--- src/rtl/wbu_rf_writer_if.sv ---
// Bundle between the write-back unit, the execute stage, the memory read port
// and the register-file write port.
interface wbu_rf_writer_if #(
   parameter int CPU_WIDTH  = 32,
   parameter int REG_ADDR_W = 5
);
   // Handshakes: a transfer happens on a rising edge where valid && ready are both
   // high; the producer holds its payload steady while valid is high, and valid
   // never depends on ready. Here in_ready and mem_rready are pure state decodes.
   logic                  in_valid;
   logic                  in_ready;
   logic [REG_ADDR_W-1:0] in_rd;
   logic                  in_rf_wen;
   logic                  in_is_load;
   logic [2:0]            in_funct3;
   logic [CPU_WIDTH-1:0]  in_result;
   logic [CPU_WIDTH-1:0]  in_pc;
   logic                  mem_rvalid;
   logic                  mem_rready;
   logic [CPU_WIDTH-1:0]  mem_rdata;
   logic                  rf_wen;
   logic [REG_ADDR_W-1:0] rf_waddr;
   logic [CPU_WIDTH-1:0]  rf_wdata;
   logic                  commit_valid;
   logic [CPU_WIDTH-1:0]  commit_pc;

   modport slave (
      input  in_valid, in_rd, in_rf_wen, in_is_load, in_funct3, in_result, in_pc,
      input  mem_rvalid, mem_rdata,
      output in_ready, mem_rready,
      output rf_wen, rf_waddr, rf_wdata, commit_valid, commit_pc
   );

   modport master (
      output in_valid, in_rd, in_rf_wen, in_is_load, in_funct3, in_result, in_pc,
      output mem_rvalid, mem_rdata,
      input  in_ready, mem_rready,
      input  rf_wen, rf_waddr, rf_wdata, commit_valid, commit_pc
   );
endinterface

--- src/rtl/wbu_rf_writer.sv ---
// Write-back unit: retires execute-stage results into the register file,
// waiting on memory for loads and extending the returned byte/half/word.
module wbu_rf_writer #(
   parameter int CPU_WIDTH  = 32,
   parameter int REG_ADDR_W = 5,
   parameter int TIMEOUT    = 255
) (
   input  logic            clk,
   input  logic            rst,
   wbu_rf_writer_if.slave  bus,
   output logic            busy,
   output logic            timeout_err
);

   localparam int CNT_W = (TIMEOUT < 2) ? 1 : $clog2(TIMEOUT + 1);
   // Abort is decided on the TIMEOUT-th consecutive empty WAIT_MEM cycle.
   localparam logic [CNT_W-1:0] CNT_LAST = CNT_W'((TIMEOUT == 0) ? 0 : TIMEOUT - 1);

   typedef enum logic {IDLE, WAIT_MEM} state_t;

   state_t                state_q, state_d;
   logic [REG_ADDR_W-1:0] rd_q, rd_d;
   logic                  wen_q, wen_d;
   logic [2:0]            funct3_q, funct3_d;
   logic [1:0]            addr_q, addr_d;
   logic [CPU_WIDTH-1:0]  pc_q, pc_d;
   logic [CNT_W-1:0]      cnt_q, cnt_d;
   logic                  rf_wen_q, rf_wen_d;
   logic [REG_ADDR_W-1:0] rf_waddr_q, rf_waddr_d;
   logic [CPU_WIDTH-1:0]  rf_wdata_q, rf_wdata_d;
   logic                  commit_valid_q, commit_valid_d;
   logic [CPU_WIDTH-1:0]  commit_pc_q, commit_pc_d;
   logic                  timeout_err_q, timeout_err_d;

   logic [7:0]            byte_sel;
   logic [15:0]           half_sel;
   logic [CPU_WIDTH-1:0]  load_ext;

   always_comb begin
      byte_sel = bus.mem_rdata[{addr_q, 3'b000} +: 8];
      half_sel = bus.mem_rdata[{addr_q[1], 4'b0000} +: 16];
      case (funct3_q)
         3'b000:  load_ext = {{(CPU_WIDTH-8){byte_sel[7]}}, byte_sel};
         3'b100:  load_ext = {{(CPU_WIDTH-8){1'b0}}, byte_sel};
         3'b001:  load_ext = {{(CPU_WIDTH-16){half_sel[15]}}, half_sel};
         3'b101:  load_ext = {{(CPU_WIDTH-16){1'b0}}, half_sel};
         default: load_ext = bus.mem_rdata;
      endcase
   end

   always_comb begin
      state_d        = state_q;
      rd_d           = rd_q;
      wen_d          = wen_q;
      funct3_d       = funct3_q;
      addr_d         = addr_q;
      pc_d           = pc_q;
      cnt_d          = cnt_q;
      rf_wen_d       = 1'b0;
      rf_waddr_d     = rf_waddr_q;
      rf_wdata_d     = rf_wdata_q;
      commit_valid_d = 1'b0;
      commit_pc_d    = commit_pc_q;
      timeout_err_d  = 1'b0;
      case (state_q)
         IDLE: begin
            if (bus.in_valid) begin
               if (bus.in_is_load) begin
                  state_d  = WAIT_MEM;
                  rd_d     = bus.in_rd;
                  wen_d    = bus.in_rf_wen;
                  funct3_d = bus.in_funct3;
                  addr_d   = bus.in_result[1:0];
                  pc_d     = bus.in_pc;
                  cnt_d    = '0;
               end else begin
                  rf_wen_d       = bus.in_rf_wen && (bus.in_rd != '0);
                  rf_waddr_d     = bus.in_rd;
                  rf_wdata_d     = bus.in_result;
                  commit_valid_d = 1'b1;
                  commit_pc_d    = bus.in_pc;
               end
            end
         end
         WAIT_MEM: begin
            // Data arriving on the last allowed cycle still wins over the abort.
            if (bus.mem_rvalid) begin
               state_d        = IDLE;
               rf_wen_d       = wen_q && (rd_q != '0);
               rf_waddr_d     = rd_q;
               rf_wdata_d     = load_ext;
               commit_valid_d = 1'b1;
               commit_pc_d    = pc_q;
            end else if ((TIMEOUT != 0) && (cnt_q == CNT_LAST)) begin
               state_d       = IDLE;
               timeout_err_d = 1'b1;
            end else begin
               cnt_d = cnt_q + CNT_W'(1);
            end
         end
         default: state_d = IDLE;
      endcase
   end

   always_ff @(posedge clk or posedge rst) begin
      if (rst) begin
         state_q        <= IDLE;
         rd_q           <= '0;
         wen_q          <= 1'b0;
         funct3_q       <= '0;
         addr_q         <= '0;
         pc_q           <= '0;
         cnt_q          <= '0;
         rf_wen_q       <= 1'b0;
         rf_waddr_q     <= '0;
         rf_wdata_q     <= '0;
         commit_valid_q <= 1'b0;
         commit_pc_q    <= '0;
         timeout_err_q  <= 1'b0;
      end else begin
         state_q        <= state_d;
         rd_q           <= rd_d;
         wen_q          <= wen_d;
         funct3_q       <= funct3_d;
         addr_q         <= addr_d;
         pc_q           <= pc_d;
         cnt_q          <= cnt_d;
         rf_wen_q       <= rf_wen_d;
         rf_waddr_q     <= rf_waddr_d;
         rf_wdata_q     <= rf_wdata_d;
         commit_valid_q <= commit_valid_d;
         commit_pc_q    <= commit_pc_d;
         timeout_err_q  <= timeout_err_d;
      end
   end

   assign bus.in_ready     = (state_q == IDLE);
   assign bus.mem_rready   = (state_q == WAIT_MEM);
   assign bus.rf_wen       = rf_wen_q;
   assign bus.rf_waddr     = rf_waddr_q;
   assign bus.rf_wdata     = rf_wdata_q;
   assign bus.commit_valid = commit_valid_q;
   assign bus.commit_pc    = commit_pc_q;
   assign busy             = (state_q != IDLE);
   assign timeout_err      = timeout_err_q;

endmodule

--- src/flat_wrapper.sv ---
// flat-port wrapper written by rule: the top's interface ports become plain ports
module wbu_rf_writer_flat 
#(
   parameter int CPU_WIDTH  = 32,
   parameter int REG_ADDR_W = 5,
   parameter int TIMEOUT    = 255
)
  (clk, rst, busy, timeout_err, bus_in_valid, bus_in_rd, bus_in_rf_wen, bus_in_is_load, bus_in_funct3, bus_in_result, bus_in_pc, bus_mem_rvalid, bus_mem_rdata, bus_in_ready, bus_mem_rready, bus_rf_wen, bus_rf_waddr, bus_rf_wdata, bus_commit_valid, bus_commit_pc);
  wbu_rf_writer_if #(.CPU_WIDTH(CPU_WIDTH), .REG_ADDR_W(REG_ADDR_W)) bus_i ();
  input  logic clk;
  input  logic rst;
  output logic busy;
  output logic timeout_err;
  input wire logic [$bits(bus_i.in_valid)-1:0] bus_in_valid;
  input wire logic [$bits(bus_i.in_rd)-1:0] bus_in_rd;
  input wire logic [$bits(bus_i.in_rf_wen)-1:0] bus_in_rf_wen;
  input wire logic [$bits(bus_i.in_is_load)-1:0] bus_in_is_load;
  input wire logic [$bits(bus_i.in_funct3)-1:0] bus_in_funct3;
  input wire logic [$bits(bus_i.in_result)-1:0] bus_in_result;
  input wire logic [$bits(bus_i.in_pc)-1:0] bus_in_pc;
  input wire logic [$bits(bus_i.mem_rvalid)-1:0] bus_mem_rvalid;
  input wire logic [$bits(bus_i.mem_rdata)-1:0] bus_mem_rdata;
  output wire logic [$bits(bus_i.in_ready)-1:0] bus_in_ready;
  output wire logic [$bits(bus_i.mem_rready)-1:0] bus_mem_rready;
  output wire logic [$bits(bus_i.rf_wen)-1:0] bus_rf_wen;
  output wire logic [$bits(bus_i.rf_waddr)-1:0] bus_rf_waddr;
  output wire logic [$bits(bus_i.rf_wdata)-1:0] bus_rf_wdata;
  output wire logic [$bits(bus_i.commit_valid)-1:0] bus_commit_valid;
  output wire logic [$bits(bus_i.commit_pc)-1:0] bus_commit_pc;
  assign bus_i.in_valid = bus_in_valid;
  assign bus_i.in_rd = bus_in_rd;
  assign bus_i.in_rf_wen = bus_in_rf_wen;
  assign bus_i.in_is_load = bus_in_is_load;
  assign bus_i.in_funct3 = bus_in_funct3;
  assign bus_i.in_result = bus_in_result;
  assign bus_i.in_pc = bus_in_pc;
  assign bus_i.mem_rvalid = bus_mem_rvalid;
  assign bus_i.mem_rdata = bus_mem_rdata;
  assign bus_in_ready = bus_i.in_ready;
  assign bus_mem_rready = bus_i.mem_rready;
  assign bus_rf_wen = bus_i.rf_wen;
  assign bus_rf_waddr = bus_i.rf_waddr;
  assign bus_rf_wdata = bus_i.rf_wdata;
  assign bus_commit_valid = bus_i.commit_valid;
  assign bus_commit_pc = bus_i.commit_pc;
  wbu_rf_writer #(.CPU_WIDTH(CPU_WIDTH), .REG_ADDR_W(REG_ADDR_W), .TIMEOUT(TIMEOUT)) u_core (.clk(clk), .rst(rst), .bus(bus_i), .busy(busy), .timeout_err(timeout_err));
endmodule
--- config.mk ---
export PLATFORM = sky130hd
export DESIGN_NAME = wbu_rf_writer_flat
export DESIGN_NICKNAME = d
export VERILOG_FILES = /design/src/rtl/wbu_rf_writer_if.sv /design/src/rtl/wbu_rf_writer.sv /design/src/flat_wrapper.sv
export SDC_FILE = /design/constraint.sdc
export NUM_CORES = 1
export LEC_CHECK = 0
export BUFFER_PORTS_ARGS = -buffer_cell sky130_fd_sc_hd__buf_4
export CAP_MARGIN = 15
export CORE_MARGIN = 2
export CORE_UTILIZATION = 52
export CTS_CLUSTER_SIZE = 8
export DETAILED_ROUTE_END_ITERATION = 12
export HOLD_SLACK_MARGIN = 0.06
export PLACE_DENSITY = 0.87
export SETUP_SLACK_MARGIN = 0.5
export SYNTH_ARGS = -nofsm -noshare
export SYNTH_HDL_FRONTEND = slang
export SYNTH_SLANG_ARGS = --single-unit
--- constraint.sdc ---
create_clock -name clk -period 4.8 [get_ports clk]
set_clock_uncertainty 0.1 [all_clocks]
set_input_delay 0.48 -clock clk [delete_from_list [all_inputs] [get_ports clk]]
set_output_delay 0.48 -clock clk [all_outputs]
set_load 0.02 [all_outputs]
======== Word level (Yosys, flattened, before mapping) ========
Cells that the tools add are included.
cells by class
  bitwise operators ....................... 1
  add/sub/neg operators ................... 1
  reductions and logical operators ........ 8
  shift operators ......................... 2
  eq/ne operators ......................... 10
  muxes and demuxes ....................... 34
operators with widths
  cell                                            number
  2-to-1 mux 32 bit                               6
  one-hot mux 32 bit (2 select lines)             2
  one-hot mux 32 bit (4 select lines)             1
  2-to-1 mux 8 bit                                4
  indexed part select 32 x 6 -> 16 bit            1
  indexed part select 32 x 6 -> 8 bit             1
  one-hot mux 8 bit (2 select lines)              1
  2-to-1 mux 5 bit                                3
  2-to-1 mux 1 bit                                13
  inequality test 2 bit (second input constant)   6
  one-hot mux 5 bit (2 select lines)              1
  nonzero test 5 bit                              2
  adder 8 x 1 -> 8 bit (second input constant)    1
  == test 8 bit (second input constant)           1
  == test 3 bit (second input constant)           2
  one-hot mux 1 bit (2 select lines)              3
  AND reduction 3 bit                             2
  AND reduction 4 bit                             1
  == test 3 x 1 -> 1 bit (second input constant)  1
  logical NOT 3 bit                               1
  logical AND 1 bit                               2
  NOT 1 bit                                       1
storage, ports and cells
  bits in registers ....................... 124
  output and inout bits ................... 75
  logic and storage cells ................. 69
  input bits .............................. 110

======== Longest topological paths before layout ========
  depth in word-level cells ............... 5
  depth in mapped cells ................... 8
  mapped depth without buffers ............ 6

======== Least setup slack after synthesis ========
Ideal clock, no wire load.
  path kind ............................... register to register
  start point ............................. register u_core.state_q, in the netlist u_core.bus.mem_rready
  end point ............................... register u_core.rf_wdata_q[15], in the netlist u_core.bus.rf_wdata[15]
  required time ........................... 4.580 ns
  library setup time ...................... 0.120 ns
  buffers on the path ..................... 1
  cell stages (with the launch flop) ...... 6
  slack ................................... 2.987 ns
  clock period less this slack ............ 1.813 ns
  data arrival time ....................... 1.593 ns
  path through ............................ dfrtp_1 > buf_2 > or3b_2 > o21ai_0 > o2111ai_1 > o211a_1
on the way
  longest elaborated chain between the ends .. 3
  elaborated cells on any way between the ends .. 6
  classes of those cells .................. eq/ne (3); mux (1); bitwise (1); reduce/logical (1)
ends and longest elaborated chain
  item                             line                  source
  from (decl)                      wbu_rf_writer.sv:21   state_t state_q, state_d;
  from (signal assigned)           wbu_rf_writer.sv:121  state_q <= state_d;
  NOT 1 bit (no line)              --
  inequality test 2 bit (no line)  --
  AND reduction 3 bit (no line)    --
  to (signal assigned)             wbu_rf_writer.sv:130  rf_wdata_q <= rf_wdata_d;
  to (decl)                        wbu_rf_writer.sv:30   logic [CPU_WIDTH-1:0] rf_wdata_q, rf_wdata_d;
Several ways; a longest one is shown, not always the timed one.
A chain may end at the register's enable or synchronous reset.

======== Worst setup path after layout ========
  start point ............................. register u_core.state_q, in the netlist u_core.bus.mem_rready
  end point ............................... register u_core.commit_pc_q[20], in the netlist u_core.bus.commit_pc[20]
on the way
  longest elaborated chain between the ends .. 3
  elaborated cells on any way between the ends .. 6
  classes of those cells .................. eq/ne (3); mux (1); bitwise (1); reduce/logical (1)
ends and longest elaborated chain
  item                             line                  source
  NOT 1 bit (no line)              --
  inequality test 2 bit (no line)  --
  AND reduction 3 bit (no line)    --
  to (signal assigned)             wbu_rf_writer.sv:132  commit_pc_q <= commit_pc_d;
  to (decl)                        wbu_rf_writer.sv:32   logic [CPU_WIDTH-1:0] commit_pc_q, commit_pc_d;
Several ways; a longest one is shown, not always the timed one.

==> reports/metrics.yaml <==
synth_simple_gate_area_frac: 0.190
setup_repair_after_global_routing_missed_its_margin: "false"
syn_area_per_cell_um2: 9.04
fin_hold_ws_ps: 148
globalplace.congestion: 0.895
clock_tree_from_tritoncts: "done"
layout_cells_sized_above_1: 0.275
grt_antenna_before_repair: 0
end_kind: "register"
cpMaxStageDelayCell: "sky130_fd_sc_hd__nor2_4"
layout_common_cells: "sky130_fd_sc_hd__nand2_1, sky130_fd_sc_hd__buf_4, sky130_fd_sc_hd__dfrtp_1"
worst-path-max-fanout: 72
grt_first_pass_wirelength_um: 28600
cts_buffers: 17
port_buffers: 184
dr_total_vias: 5764
core_um2: 11400
yosys.area_share.xor_xnor: 0.00288
layout.cell_area.non_filler_um2: 8150
first_global_vias: 5661
ir_drop_v: 0.000338
busiest_layer: "met2"
detailedRoute.firstIterationViolations: 424
total_power_uw: 4040
dp_cells: 954
cts.sink_count: 124
syn_to_final_growth_pct: 33.9
startpoint_type: "register"
arrival_worst_endpoint_ps: 3620
multi_input_gate_area_in_the_final_layout_um2: 2730
stdcell_count: 989
timing.final.crit_share: 0.718
synth.yosys.warnings: 0
synth_edf_count: 0
postSynthRegisterBits: 124
avgRoutedWirePerCell_um: 17.9
io_pins: 185
ctsHtreeMaxLevel: 4
timing.max_cap.violations: 0
std_cell_rows: 39
global_route.usage.met3: 0.103
maxSlewViolCount: 0
antenna-diode-count: 0
path_cells: "and2_1 > nor2_4 > buf_4 > o21ai_0"
die_height_um: 112
setup_total_negative_slack_ps: 0
most_common_library_cell_in_the_layout_ignoring_fill_and_taps: "sky130_fd_sc_hd__nand2_1"
synth_top_family_by_area: "simple AND/OR/NAND/NOR gates"
place_area_um2: 7450
dr.pass1.iters: 5
grt.met2_usage: 0.452
status: "finished, final reports clean"
power.leakage_uw: 0.00401
grt_use_total: 0.289
die_w_um: 112
power_per_cell_area_nw_per_um2: 495
max-slew-margin-rel: 0.321
post-dp-hpwl_um: 12300
ys_seq_area_frac: 0.509
hold_violations: 0
synth-adder-area-share: 0.00411
route.detailed.vias_per_inst: 5.83
postSynth.asyncResetShare: 1.00
start_util: 0.533
seqCellArea_um2: 3110
synth.lib_cells_used.distinct: 46
tightest_slew_ps: 1020
setup-violations-final: 0
cts_max_path_buffers: 2
wirelength_um: 17700
syn-num-nets: 786
floorplan.die_area_um2: 12600
post_cts_resized: 0
critPathRequiredTime_ps: 4970
area_fraction_in_compound_gates_after_synthesis: 0.173
route.detailed.drc: 0
grt_start_max_net_pins: 90
clock_insertion_delay_worst_skew_ps: 430
worst-setup-path-type: "reg2reg"
finish.net_count: 945
synthesis.instances: 674
filler_cell_count: 880
global_route.usage.met1: 0.365
yosys-mux-area-fraction: 0.0776
grt.overflow.total: 0
fin_crit_ps: 3450
hold_path.class: "in2reg"
cp_slowest_stage_delay_ps: 900
max_clock_freq_mhz: 290
ant_nets: 0
mappedNetlistArea_um2: 6090
cts.reportedPaths.clkPinSlew_ps: 60
timing.reg2reg.setup_slack_ps: 1350
cts.root.buffer_cell: "sky130_fd_sc_hd__clkbuf_16"
synth_top_flop_cell: "sky130_fd_sc_hd__dfrtp_1"
[repair_timing]
item | CTS | global route
endpoints found under the hold margin | 0 | 19
setup buffers | 0 | 0
hold buffers | 0 | 1
[sequential cells by signal, summed over array words and instances (netlist names)]
name and cells:
u_core.bus.rf_waddr 5, u_core.bus.commit_valid 1, u_core.pc_q 32, u_core.cnt_q 8, u_core.funct3_q 3, u_core.bus.rf_wdata 32
u_core.rd_q 5, u_core.addr_q 2, u_core.bus.mem_rready 1, u_core.bus.rf_wen 1, u_core.bus.commit_pc 32, u_core.wen_q 1
u_core.timeout_err 1
[synth_stat cells (2+ instances only)]
cell type | number | area share
sky130_fd_sc_hd__nor2b_1 | 3 | 0.0031
sky130_fd_sc_hd__nand3_1 | 11 | 0.0090
sky130_fd_sc_hd__o211ai_1 | 6 | 0.0074
sky130_fd_sc_hd__dfrtp_1 | 124 | 0.51
sky130_fd_sc_hd__a21oi_1 | 41 | 0.034
sky130_fd_sc_hd__buf_1 | 2 | 0.0012
sky130_fd_sc_hd__ha_1 | 2 | 0.0041
sky130_fd_sc_hd__nor4_1 | 2 | 0.0021
sky130_fd_sc_hd__nand2b_1 | 2 | 0.0021
sky130_fd_sc_hd__a211oi_1 | 3 | 0.0037
sky130_fd_sc_hd__a221o_1 | 4 | 0.0066
sky130_fd_sc_hd__mux2i_1 | 45 | 0.074
sky130_fd_sc_hd__or4_1 | 6 | 0.0074
sky130_fd_sc_hd__mux2_2 | 2 | 0.0037
sky130_fd_sc_hd__nor2_1 | 17 | 0.010
sky130_fd_sc_hd__o21a_1 | 10 | 0.012
sky130_fd_sc_hd__o21ai_0 | 73 | 0.060
sky130_fd_sc_hd__xnor2_1 | 2 | 0.0029
sky130_fd_sc_hd__a22o_1 | 11 | 0.016
sky130_fd_sc_hd__or3_1 | 6 | 0.0062
sky130_fd_sc_hd__buf_2 | 18 | 0.015
sky130_fd_sc_hd__a22oi_1 | 6 | 0.0074
sky130_fd_sc_hd__o22ai_1 | 7 | 0.0072
sky130_fd_sc_hd__clkbuf_1 | 24 | 0.015
sky130_fd_sc_hd__nor3_1 | 2 | 0.0016
sky130_fd_sc_hd__nand4_1 | 11 | 0.011
sky130_fd_sc_hd__inv_1 | 7 | 0.0043
sky130_fd_sc_hd__o211a_1 | 7 | 0.012
sky130_fd_sc_hd__buf_4 | 6 | 0.0074
sky130_fd_sc_hd__nand2_1 | 198 | 0.12
[through the flow]
step,setup slack (ps),utilization
after floorplan,921,-
after global placement,1590,0.653
after detailed placement,1390,0.653
after CTS,1400,0.710
after global routing,1120,0.714
final,1350,0.714
[worst max-delay path, delay by kind of cell, from the launching register on]
family          cells  cell delay [ps]
simple gates        2             1500
flops               1              840
buf+inv             1              580
compound gates      1              210
[layer usage]
metal  routed length [µm]  share of wire  vias up
met1                 7000           0.39     2748
met5                    0              0        -
met2                 8360           0.47      299
li1                     -              -     2661
met3                 1790           0.10       56
met4                  576          0.032        0
[area by class of cell]
| type | count | area share |
|---|---|---|
| clock inverters | 14 | 0.0267 |
| multi-input cells | 492 | 0.335 |
| clock buffers | 18 | 0.0539 |
| well taps | 143 | 0.0219 |
| repair buffers | 190 | 0.177 |
| inverters | 8 | 0.00399 |
| flip-flops and latches | 124 | 0.381 |
[power breakdown]
group	internal, µW	switching [µW]
registers	1290	209
logic	482	638
clock network	935	488
total	2700	1340
[cell families after synthesis]
kind of cell,count (synthesis)
fa+ha+maj,2
flops,124
buf+inv,58
compound gates,173
simple gates,268
xor+xnor,2
mux,47
[worst paths after layout]
check / startpoint / to / cells past startpoint
min in group asynchronous: rst / u_core.pc_q[27]$_DFFE_PP0P_ / 3
max in group asynchronous: rst / u_core.bus.mem_rready$_DFF_PP0_ / 5
hold / removal: bus_in_funct3[2] / u_core.funct3_q[2]$_DFFE_PP0P_ / 3
hold reg to reg: u_core.pc_q[16]$_DFFE_PP0P_ / u_core.pc_q[16]$_DFFE_PP0P_ / 2
setup / recovery: u_core.bus.mem_rready$_DFF_PP0_ / u_core.bus.commit_pc[20]$_DFFE_PP0P_ / 4
setup reg to reg: u_core.bus.mem_rready$_DFF_PP0_ / u_core.bus.commit_pc[20]$_DFFE_PP0P_ / 4
Note: power is estimated with default switching activity, not from simulation.
